`src/rtl/timer_pkg.sv`:
```
// rtl/timer_pkg.sv - shared mode constants and sizing helper for the timer bank
//
// Purpose : constants and helper functions shared by timer_channel and timer_bank.
// Contents: TIMER_ONESHOT / TIMER_PERIODIC mode encodings,
//           pre_width() - prescaler counter width (clog2, minimum 1 bit).
package timer_pkg;

  localparam logic TIMER_ONESHOT  = 1'b0;
  localparam logic TIMER_PERIODIC = 1'b1;

  // A prescale of 1 still needs a 1-bit register so the channel logic stays uniform.
  function automatic int pre_width(input int prescale);
    return (prescale <= 1) ? 1 : $clog2(prescale);
  endfunction

endpackage

```
`src/rtl/timer_channel.sv`:
```
// rtl/timer_channel.sv - one prescaled down-time timer channel
//
// Purpose : single independent timer with prescaler, one-shot/periodic mode,
//           restart and stop.
// Ports   : clk, rst        - clock, asynchronous active-high reset
//           init_val[W]     - load value, sampled on start
//           periodic        - mode, sampled on start
//           start, stop     - launch/restart and abort requests
//           ovf             - registered one-cycle expiry pulse
//           busy            - channel running
//           count[W]        - current tick count
module timer_channel
  import timer_pkg::*;
#(
  parameter int WIDTH    = 5,
  parameter int PRESCALE = 1
) (
  input  logic             clk,
  input  logic             rst,
  input  logic [WIDTH-1:0] init_val,
  input  logic             periodic,
  input  logic             start,
  input  logic             stop,
  output logic             ovf,
  output logic             busy,
  output logic [WIDTH-1:0] count
);

  localparam int             PW       = pre_width(PRESCALE);
  localparam logic [PW-1:0]  PRE_LAST = PW'(PRESCALE - 1);

  logic [WIDTH-1:0] load_q, load_d;
  logic             mode_q, mode_d;
  logic [WIDTH-1:0] cnt_q, cnt_d;
  logic [PW-1:0]    pre_q, pre_d;
  logic             busy_q, busy_d;
  logic             ovf_q, ovf_d;

  logic tick;
  logic expire;

  // Expiry is judged on pre-edge state so a coincident start/stop never
  // swallows the overflow pulse.
  assign tick   = busy_q && (pre_q == PRE_LAST);
  assign expire = tick && (cnt_q == load_q);

  always_comb begin
    load_d = load_q;
    mode_d = mode_q;
    cnt_d  = cnt_q;
    pre_d  = pre_q;
    busy_d = busy_q;
    ovf_d  = expire;

    if (busy_q) begin
      if (tick) begin
        pre_d = '0;
        if (expire) begin
          cnt_d = '0;
          if (mode_q == TIMER_ONESHOT) begin
            busy_d = 1'b0;
          end
        end else begin
          cnt_d = cnt_q + 1'b1;
        end
      end else begin
        pre_d = pre_q + 1'b1;
      end
    end

    // Stop freezes the pre-edge count so software can read where it halted.
    if (stop && busy_q) begin
      busy_d = 1'b0;
      cnt_d  = cnt_q;
      pre_d  = pre_q;
    end

    // Start wins over everything, including a simultaneous stop (restart).
    if (start) begin
      load_d = init_val;
      mode_d = periodic;
      cnt_d  = '0;
      pre_d  = '0;
      busy_d = 1'b1;
    end
  end

  always_ff @(posedge clk or posedge rst) begin
    if (rst) begin
      load_q <= '0;
      mode_q <= TIMER_ONESHOT;
      cnt_q  <= '0;
      pre_q  <= '0;
      busy_q <= 1'b0;
      ovf_q  <= 1'b0;
    end else begin
      load_q <= load_d;
      mode_q <= mode_d;
      cnt_q  <= cnt_d;
      pre_q  <= pre_d;
      busy_q <= busy_d;
      ovf_q  <= ovf_d;
    end
  end

  assign ovf   = ovf_q;
  assign busy  = busy_q;
  assign count = cnt_q;

endmodule

```
`src/rtl/timer_bank.sv`:
```
// rtl/timer_bank.sv - bank of independent prescaled timer channels
//
// Purpose : CHANNELS independent timer_channel instances sharing clock and reset.
// Ports   : Clk, Reset          - clock, asynchronous active-high reset
//           Initial[C*W]        - per-channel load value, channel i at [i*W +: W]
//           Periodic[C]         - per-channel mode (0 one-shot, 1 periodic)
//           Start[C], Stop[C]   - per-channel launch/restart and abort
//           Ovf[C]              - registered one-cycle expiry pulses
//           Busy[C]             - channel running flags
//           Count[C*W]          - per-channel tick counts
module timer_bank
  import timer_pkg::*;
#(
  parameter int WIDTH    = 5,
  parameter int CHANNELS = 2,
  parameter int PRESCALE = 1
) (
  input  logic                      Clk,
  input  logic                      Reset,
  input  logic [CHANNELS*WIDTH-1:0] Initial,
  input  logic [CHANNELS-1:0]       Periodic,
  input  logic [CHANNELS-1:0]       Start,
  input  logic [CHANNELS-1:0]       Stop,
  output logic [CHANNELS-1:0]       Ovf,
  output logic [CHANNELS-1:0]       Busy,
  output logic [CHANNELS*WIDTH-1:0] Count
);

  for (genvar i = 0; i < CHANNELS; i++) begin : g_ch
    timer_channel #(
      .WIDTH    (WIDTH),
      .PRESCALE (PRESCALE)
    ) u_ch (
      .clk      (Clk),
      .rst      (Reset),
      .init_val (Initial[i*WIDTH +: WIDTH]),
      .periodic (Periodic[i]),
      .start    (Start[i]),
      .stop     (Stop[i]),
      .ovf      (Ovf[i]),
      .busy     (Busy[i]),
      .count    (Count[i*WIDTH +: WIDTH])
    );
  end

endmodule

```
`config.mk`:
```
export PLATFORM = sky130hd
export DESIGN_NAME = timer_bank
export DESIGN_NICKNAME = d
export VERILOG_FILES = /design/src/rtl/timer_pkg.sv /design/src/rtl/timer_channel.sv /design/src/rtl/timer_bank.sv
export SDC_FILE = /design/constraint.sdc
export NUM_CORES = 1
export LEC_CHECK = 0
export CAP_MARGIN = 0
export CORE_MARGIN = 4
export CORE_UTILIZATION = 37
export DETAILED_ROUTE_END_ITERATION = 10
export GPL_TIMING_DRIVEN = 0
export PLACE_DENSITY_LB_ADDON = 0.12
export RECOVER_POWER = 50
export REMOVE_ABC_BUFFERS = 1
export SETUP_SLACK_MARGIN = 0.5
export SLEW_MARGIN = 5
export SYNTH_ARGS = -nofsm -noshare
export SYNTH_HDL_FRONTEND = slang
export SYNTH_HIERARCHICAL = 1
export SYNTH_SLANG_ARGS = --single-unit
```
`constraint.sdc`:
```
create_clock -name Clk -period 1.49 [get_ports Clk]
set_input_delay 0.2235 -clock Clk [delete_from_list [all_inputs] [get_ports Clk]]
set_output_delay 0.2235 -clock Clk [all_outputs]
set_load 0.05 [all_outputs]
```
# ---- Yosys cells after proc, flatten, opt, wreduce, memory -nomap -nowiden
# Index checks and enable logic that the tools add are counted.
dict set report word_totals {
  reg_bits 28
}
dict set report classes {
  addsub 4
  n_mux 30
  bitwise_logic 2
  eq_ne 4
  reduce_logical 14
}
# op n
set op_table {}
lappend op_table {{2-to-1 mux 5 bit} 10}
lappend op_table {{2-to-1 mux 1 bit} 20}
lappend op_table {{adder 5 x 1 -> 5 bit (second input constant)} 2}
lappend op_table {{== test 5 bit} 2}
lappend op_table {{nonzero test 2 bit} 4}
lappend op_table {{logical AND 1 bit} 6}
lappend op_table {{AND reduction 3 bit} 2}
lappend op_table {{inequality test 2 bit (second input constant)} 2}
lappend op_table {{AND reduction 2 bit} 2}
lappend op_table {{adder 1 bit (second input constant)} 2}
lappend op_table {{NOT 1 bit} 2}

# ---- Logic depth before layout (Yosys ltp)
# Gate-level depths: netlist of run 1.
dict set report logic_depth {
  depth_word 8
  ltp_mapped 5
  mapped_depth_nobuf 4
}

# ---- By module
# The synthesis of run 1 kept the hierarchy.
# module seq_area_each_um2 area_per_inst_um2 n_inst cells_per_inst
set modules_own_cells {}
lappend modules_own_cells {timer_channel 350.3 674.4 2 59}

# ---- Least setup slack after synthesis of run 1
# Ideal clock, no wire load.
dict set report synth_path {
  path_type {flip-flop to flip-flop}
  startpoint {register g_ch[0].u_ch.cnt_q[1]}
  endpoint {register g_ch[0].u_ch.cnt_q[2]}
  path_stages_with_launch 5
  setup_time_ps 128
  arrival_ps 1304
  slack_ps 58
  synth_period_minus_slack_ps 1432
  t_required_ps 1362
  path_cell_list {dfrtp_1 > xnor2_1 > nand4_2 > nor3b_2 > nor4_1}
}
dict set report synth_via {
  elab_chain_cells 7
  word_cells_on_any_way 8
  classes_between {add/sub: 1; eq/ne: 1; mux: 5; reduce/logical: 1}
}
# item line
set synth_rtl {}
lappend synth_rtl {{from (decl)} timer_channel.sv:34} ;# logic [WIDTH-1:0] cnt_q, cnt_d;
lappend synth_rtl {{from (signal assigned)} timer_channel.sv:99} ;# cnt_q <= cnt_d;
lappend synth_rtl {{branches (longest 2 deep; another with adder 5 x 1 -> 5 bit)} -}
lappend synth_rtl {{2-to-1 mux 5 bit *} timer_channel.sv:58} ;# if (expire) begin
lappend synth_rtl {{2-to-1 mux 5 bit *} timer_channel.sv:56} ;# if (tick) begin
lappend synth_rtl {{2-to-1 mux 5 bit *} timer_channel.sv:55} ;# if (busy_q) begin
lappend synth_rtl {{2-to-1 mux 5 bit *} timer_channel.sv:72} ;# if (stop && busy_q) begin
lappend synth_rtl {{2-to-1 mux 5 bit *} timer_channel.sv:79} ;# if (start) begin
# Every way passes the cells marked *. The select of a mux whose other input is x is not followed.
# A chain may end at the register's enable or synchronous reset.

# ---- Worst setup path after layout of run 1
dict set report layout_path {
  startpoint {register g_ch[0].u_ch.cnt_q[0]}
  endpoint {register g_ch[0].u_ch.cnt_q[3]}
}
# The elaborated chain is that of the path after synthesis.

==> reports/metrics.csv, run 1 <==
stage,metric,value,unit
worst_setup_path,critical path type,register to register,
synthesis,"count leader, synth",dfrtp_1,
cts,CTS tree,built,
die,Die Width,68.38,µm
cts,clock root buffer,clkbuf_4,
placed_design,final HPWL from detailed placement,1883,µm
synthesis,asr flop ratio synth,100.0,%
synthesis,compound-cell area share of the yosys netlist,5.937,%
routing,Routed met1 length,1199,µm
routing,met2 routed wirelength,1335,µm
final_layout,diode count,0,
timing,final count of pins violating max slew,0,
grt,Congestion Overflow GR,0,
timing,Final Critical Period,1301,ps
grt,GRT Resource Usage Total,13.23,%
timing,Max Clock Freq,768.9,MHz
pwr,VDD IR-drop max,0.4321,mV
cts,CTS Buffer Depth,2,
worst_setup_path,Max Fanout on Critical Path,5,
grt,first-pass GRT wire length,4629,µm
synthesis,most instantiated cells after synthesis,"dfrtp_1, mux2_2, nor2_1, xnor2_1",
die,die height,68.38,µm
timing,"Hold Vio Cnt, Final",0,
job,Max Cap Viol,0,
grt,initial antenna violation count,0,
synthesis,Yosys reg bits,28,
die,total core area,3416,µm²
synthesis,post-synthesis mux area share,10.02,%
routing,DRC,0,
run_status,status,"complete, no violations",
synthesis,synthesized area,1349,µm²
timing,Worst Max-Slew Pin Slew,599.7,ps
synthesis,largest family of logic cells by synthesized area,simple AND/OR/NAND/NOR gates,
final_layout,fin nets,180,
worst_setup_path,Setup crit start kind,register,
pwr,static leakage,0.8486,nW
worst_setup_path,Crit path arrival time,1500,ps
die,cell row count,21,
worst_setup_path,R2R Setup Slk,190,ps
timing,Slew headroom,60.02,%
min_path,worst hold path type,primary input to async pin,
placed_design,Routability Congestion,0.7092,
final_layout,Area Overhead vs Synth,46.75,%
synthesis,adder-cell share of the synthesized area,1.855,%
routing,total length of routed met3 wires,124,µm
synthesis,Syn Inst Count,118,
synthesis,XOR/XNOR Fraction of Synth Area,6.494,%
synthesis,syn_area_per_cell,11.43,µm²
timing,Hold WS,379.5,ps
routing,final WL,2682,µm
synthesis,Synth Area in Simple Gates,21.15,%
synthesis,main flop type after synthesis,dfrtp_1,
grt,vias in the first global route,1029,
cts,cts bufs inserted,3,
final_layout,Finished Core Util,57.95,%
die,I/O pins,32,
routing,via count,1011,
synthesis,Yosys cell types,26,
worst_setup_path,Worst setup EP type,register,
cts,TritonCTS Sinks,28,
timing,Final Skew,13.37,ps
routing,initial DRC count,52,
timing,setup violators final,0,
worst_setup_path,Crit path required time,1690,ps
synthesis,Post-synth EDFFs,0,
grt,largest net degree at the start of global routing,17,
final_layout,layout cells sized above 1,45.28,%
cts,Clock Latency Late Sink,320,ps
synthesis,Synth warnings,6,
synthesis,register area share after synthesis,51.95,%
routing,Top Metal Used,met4,
routing,Pre-Repair DR Iteration Count,4,
placed_design,port bufs,31,
cts,Worst-path clk slew,160,ps
timing,part of the cycle the worst path needs,87.28,%
cts,H-tree depth,1,
timing,RSZ-0062 raised after global routing,yes,
die,total die area,4675,µm²
pwr,pwr dens,862.8,nW/µm²
die,Starting Density,39.49,%
pwr,Pwr Total,1.708,mW
synthesis,area share of the largest cell type after synthesis,51.95,%
routing,WL per Instance,13.08,µm
routing,Final ANT Viol Nets,0,
synthesis,Area contributors post-synth,"dfrtp_1, mux2_2, xnor2_1",
synthesis,largest area contributor in the netlist,dfrtp_1,
routing,routed vias/inst,4.932,
==> worst max-delay path: stages (launching register included) <==
cell and delay (ps):
dfrtp_2 480, xnor2_1 160, nand3b_1 170, nor3b_4 280, nor4_1 90
==> what timing repair did <==
| item | in CTS | in global routing |
|---|---|---|
| buffers inserted | 10 | 2 |
| pin swaps | 22 | 4 |
| cloned | 0 | 0 |
| resized for setup | 115 | 14 |
| hold buffers | 0 | 0 |
| endpoints found under the setup margin | 41 | 34 |
==> power by group <==
part / internal (mW) / switching, mW / leakage [nW] / total [mW]
sequential: 0.808 / 0.0517 / 0.341 / 0.860
clock: 0.272 / 0.219 / 0.0279 / 0.491
combinational: 0.188 / 0.168 / 0.480 / 0.357
==> layout by cell type (no fill, tap or decap) <==
cell type | synthesis | final
nand2b_1 | 4 | 4
bufinv_16 | 0 | 1
dfrtp_1 | 28 | 19
xnor2_2 | 0 | 9
o21ai_0 | 2 | 2
nand4_4 | 0 | 1
dfrtp_2 | 0 | 9
buf_4 | 0 | 11
inv_1 | 2 | 2
clkbuf_4 | 0 | 3
and4_1 | 2 | 2
mux2_2 | 12 | 12
nor3b_1 | 4 | 2
nand4_2 | 2 | 1
a31oi_1 | 2 | 2
o22ai_1 | 2 | 2
ha_1 | 2 | 1
and2_2 | 2 | 2
and3_1 | 2 | 2
ha_2 | 0 | 1
o211ai_1 | 2 | 2
nand3b_1 | 2 | 2
clkdlybuf4s50_1 | 0 | 14
buf_6 | 0 | 15
dlygate4sd2_1 | 0 | 1
nand2_1 | 2 | 2
a21oi_1 | 6 | 6
nor2_2 | 0 | 1
nor2_1 | 10 | 9
dlygate4sd3_1 | 0 | 1
nand3_1 | 2 | 2
and3_2 | 2 | 2
xnor2_1 | 10 | 1
nor3b_4 | 0 | 4
nor4_1 | 6 | 6
clkdlybuf4s25_1 | 0 | 1
nor2b_1 | 2 | 2
==> sequential cells by signal, summed over array words and instances (netlist names) <==
name / count
g_ch.u_ch/busy: 2
g_ch.u_ch/count: 10
g_ch.u_ch/mode_q: 2
g_ch.u_ch/load_q: 10
g_ch.u_ch/pre_q: 2
g_ch.u_ch/ovf: 2
==> area by class of cell <==
| type | count | area (µm²) |
|---|---|---|
| clock buffers | 3 | 22.52 |
| repair buffers | 43 | 420.4 |
| multi-input cells | 82 | 729.5 |
| inverters | 2 | 7.507 |
| clock inverters | 1 | 30.03 |
| well taps | 46 | 57.56 |
| flip-flops and latches | 28 | 711.9 |
| fillers | 305 | 1436 |
==> metrics by stage <==
stage | setup WS (ps) | instances | cell area (µm²) | setup TNS [ps]
finish | 189.5 | 205 | 1979 | 0
global route | 102.8 | 205 | 1979 | 0
CTS | 184.9 | 203 | 1899 | 0
detailed placement | -584.0 | 189 | 1689 | -6264
global placement | -545.2 | 189 | 1689 | -5693
floorplan | -306.9 | 112 | 1321 | -2443
==> metal layers <==
layer	GRT usage, %	vias to the layer above
li1	-	501
met1	17.22	492
met2	21.54	16
met3	3.120	2
met4	4.467	0
met5	0	-
==> final timing paths <==
kind / end / start / cells past startpoint
max in group asynchronous: g_ch[1].u_ch/count[3]$_DFFE_PP0P_ / Reset / 2
max reg2reg: g_ch[0].u_ch/count[3]$_DFFE_PP0P_ / g_ch[0].u_ch/count[0]$_DFFE_PP0P_ / 4
min reg2reg: g_ch[1].u_ch/mode_q$_DFFE_PP0P_ / g_ch[1].u_ch/mode_q$_DFFE_PP0P_ / 1
min: g_ch[1].u_ch/load_q[3]$_DFFE_PP0P_ / Reset / 2
min in group Clk: g_ch[1].u_ch/load_q[4]$_DFFE_PP0P_ / Initial[9] / 2
max: g_ch[0].u_ch/count[3]$_DFFE_PP0P_ / g_ch[0].u_ch/count[0]$_DFFE_PP0P_ / 4
==> logic make-up (layout without fill, tap and decap cells) <==
group,after synthesis,after routing
compound gates,14,14
xor+xnor,10,10
fa+ha+maj,2,2
buf+inv,8,49
flops,28,28
mux,12,12
simple gates,44,44
No activity file was read; power rests on OpenSTA's default activity.
==> inputs of run 2 (changes only) <==
Settings changed: PLACE_DENSITY_LB_ADDON 0.12 to not set.
==> run 2 against run 1 <==
Against the previous run: flip-flop and latch count stayed put; non-clock buffer count grew 1; clock-buffer cell count unchanged; sequential share of layout area decreased by 0.36 points; largest cell class unchanged; highest routed layer unchanged.
==> reports/metrics.csv, run 2 (synthesis results as in run 1) <==
stage,metric,value,unit,change
routing,final WL,2813,µm,+4.9%
routing,Pre-Repair DR Iteration Count,4,,unchanged
worst_setup_path,Crit path arrival time,1530,ps,+30 ps
die,Die Width,68.38,µm,unchanged
pwr,VDD IR-drop max,0.5731,mV,+33%
placed_design,final HPWL from detailed placement,1976,µm,+4.9%
grt,largest net degree at the start of global routing,17,,unchanged
worst_setup_path,Worst R2R Start,g_ch[0].u_ch/count[4]$_DFFE_PP0P_,,
routing,Final ANT Viol Nets,0,,unchanged
die,Starting Density,39.49,%,unchanged
worst_setup_path,CP max stage delay,480,ps,about the same
routing,DRC,0,,unchanged
worst_setup_path,Worst R2R Path Depth,4,,unchanged
routing,routed vias/inst,5.073,,+2.9%
pwr,static leakage,0.8536,nW,+0.59%
die,cell row count,21,,unchanged
timing,Final WS setup,173.8,ps,-15.70 ps
placed_design,Routability Congestion,0.7534,,+6.2%
grt,vias in the first global route,1121,,+8.9%
worst_setup_path,critical path cell sequence,xnor2_2 -> nand4_4 -> nor3b_4 -> nor4_1,,
die,total core area,3416,µm²,unchanged
cts,TritonCTS Sinks,28,,unchanged
worst_setup_path,critical path type,register to register,,
die,I/O pins,32,,unchanged
timing,RSZ-0062 raised after global routing,yes,,
cts,H-tree depth,1,,unchanged
worst_setup_path,crit path to,g_ch[0].u_ch/count[3]$_DFFE_PP0P_,,
cts,clock root buffer,clkbuf_4,,
run_status,status,"complete, no violations",,
worst_setup_path,"CP delay by family, top",simple AND/OR/NAND/NOR gates,,
die,die height,68.38,µm,unchanged
grt,initial antenna violation count,0,,unchanged
worst_setup_path,critical path depth in cells,4,,unchanged
worst_setup_path,reg-to-reg endpoint,g_ch[0].u_ch/count[3]$_DFFE_PP0P_,,
pwr,pwr dens,859.6,nW/µm²,-0.37%
min_path,worst hold path type,primary input to async pin,,
final_layout,fin nets,181,,+0.56%
cts,Worst-path clk slew,160,ps,about the same
grt,Congestion Overflow GR,0,,unchanged
die,total die area,4675,µm²,unchanged
cts,CTS tree,built,,
routing,initial DRC count,53,,+1.9%
worst_setup_path,Max Fanout on Critical Path,4,,-1
final_layout,diode count,0,,unchanged
timing,part of the cycle the worst path needs,88.34,%,+1.1 points
worst_setup_path,R2R Setup Slk,170,ps,-20 ps
worst_setup_path,Crit path required time,1700,ps,about the same
final_layout,"commonest cells after routing, fill and taps aside","dfrtp_1, clkdlybuf4s50_1, buf_4",,
timing,"Hold Vio Cnt, Final",0,,unchanged
job,Max Cap Viol,0,,unchanged
timing,Slew headroom,60.99,%,+0.98 points
timing,Final Skew,19.22,ps,+5.848 ps
final_layout,Layout Cells excl Fill,206,,+0.49%
final_layout,Layout fillers,300,,-1.6%
final_layout,layout cells sized above 1,46.88,%,+1.6 points
timing,final count of pins violating max slew,0,,unchanged
worst_setup_path,Worst Setup SP,g_ch[0].u_ch/count[4]$_DFFE_PP0P_,,
final_layout,Area Overhead vs Synth,48.24,%,
worst_setup_path,Setup crit start kind,register,,
timing,Max Clock Freq,759.7,MHz,-1.2%
grt,GRT Resource Usage Total,13.38,%,+0.15 points
worst_setup_path,crit path buf inv count,0,,unchanged
timing,Final Critical Period,1316,ps,+15.70 ps
placed_design,post-placement worst setup slack,-577.7,ps,+6.302 ps
routing,WL per Instance,13.66,µm,+4.4%
worst_setup_path,slowest CP cell,dfrtp_2,,
worst_setup_path,Worst setup EP type,register,,
timing,Worst Max-Slew Pin Slew,585.1,ps,-14.63 ps
cts,cts bufs inserted,3,,unchanged
timing,setup violators final,0,,unchanged
grt,first-pass GRT wire length,4774,µm,+3.1%
placed_design,placed cell count,189,,unchanged
routing,via count,1045,,+3.4%
final_layout,"most common cell after layout, fill and taps aside",dfrtp_1,,
timing,Hold WS,362.5,ps,-16.94 ps
cts,CTS Buffer Depth,2,,unchanged
cts,Clock Latency Late Sink,330,ps,about the same
placed_design,port bufs,31,,unchanged
run 2: changes by cell type in the layout (fill, tap and decap cells not counted), sizes merged:
cell / previous run / this run
clkbuf: 3 / 4
clkdlybuf4s25: 1 / 0
dlygate4sd2: 1 / 2
run 2: cell type report:
type | count | area, µm² | area share [%]
clock buffers | 3 | 22.52 | 1.126
clock inverters | 1 | 30.03 | 1.502
inverters | 2 | 7.507 | 0.3755
multi-input cells | 82 | 750.7 | 37.55
flip-flops and latches | 28 | 711.9 | 35.61
well taps | 46 | 57.56 | 2.879
repair buffers | 44 | 419.2 | 20.96
run 2: through the flow:
stage          util (%)  TNS, ps  total power, mW  area (µm²)
6_report          58.53        0            1.719        1999
5_1_grt           58.53        0            1.815        1999
4_1_cts           54.43        0            1.700        1859
3_5_place_dp      49.45    -6092            1.157        1689
3_3_place_gp      49.45    -5448            1.149        1689
2_1_floorplan         -    -2443            1.040        1321
run 2: what timing repair did:
action | 4_1_cts | 5_1_grt
setup buffers | 8 | 5
setup endpoints to repair | 40 | 28
resized for setup | 108 | 24
hold buffers | 0 | 0
pin swaps | 21 | 10
cloned | 0 | 0
run 2: where the power goes:
part | leakage, nW | internal, mW | switching [mW]
combinational | 0.485 | 0.187 | 0.177
clock | 0.0279 | 0.272 | 0.224
sequential | 0.341 | 0.808 | 0.0505
total | 0.854 | 1.27 | 0.451
run 2: routing by layer:
| layer | track usage [%] | routed length (µm) | share of wire (%) | vias to the layer above |
|---|---|---|---|---|
| met3 | 4.926 | 152 | 5.4 | 2 |
| met4 | 2.233 | 19 | 0.68 | 0 |
| met2 | 24.79 | 1494 | 53 | 26 |
| met5 | 0 | 0 | 0 | - |
| li1 | - | - | - | 505 |
| met1 | 14.64 | 1147 | 41 | 512 |
run 2: how the worst min path moves through the flow:
| stage | to |
|---|---|
| floorplan | g_ch[0].u_ch/busy$_DFF_PP0_ |
| global placement | g_ch[1].u_ch/mode_q$_DFFE_PP0P_ |
| detailed placement | g_ch[0].u_ch/mode_q$_DFFE_PP0P_ |
| CTS | g_ch[1].u_ch/load_q[4]$_DFFE_PP0P_ |
| global route | g_ch[1].u_ch/load_q[3]$_DFFE_PP0P_ |
| finish | g_ch[1].u_ch/load_q[3]$_DFFE_PP0P_ |
run 2: worst register-to-register path, stage by stage (launching register included):
cell,delay [ps]
dfrtp_2,480
xnor2_2,200
nand4_4,170
nor3b_4,280
nor4_1,80
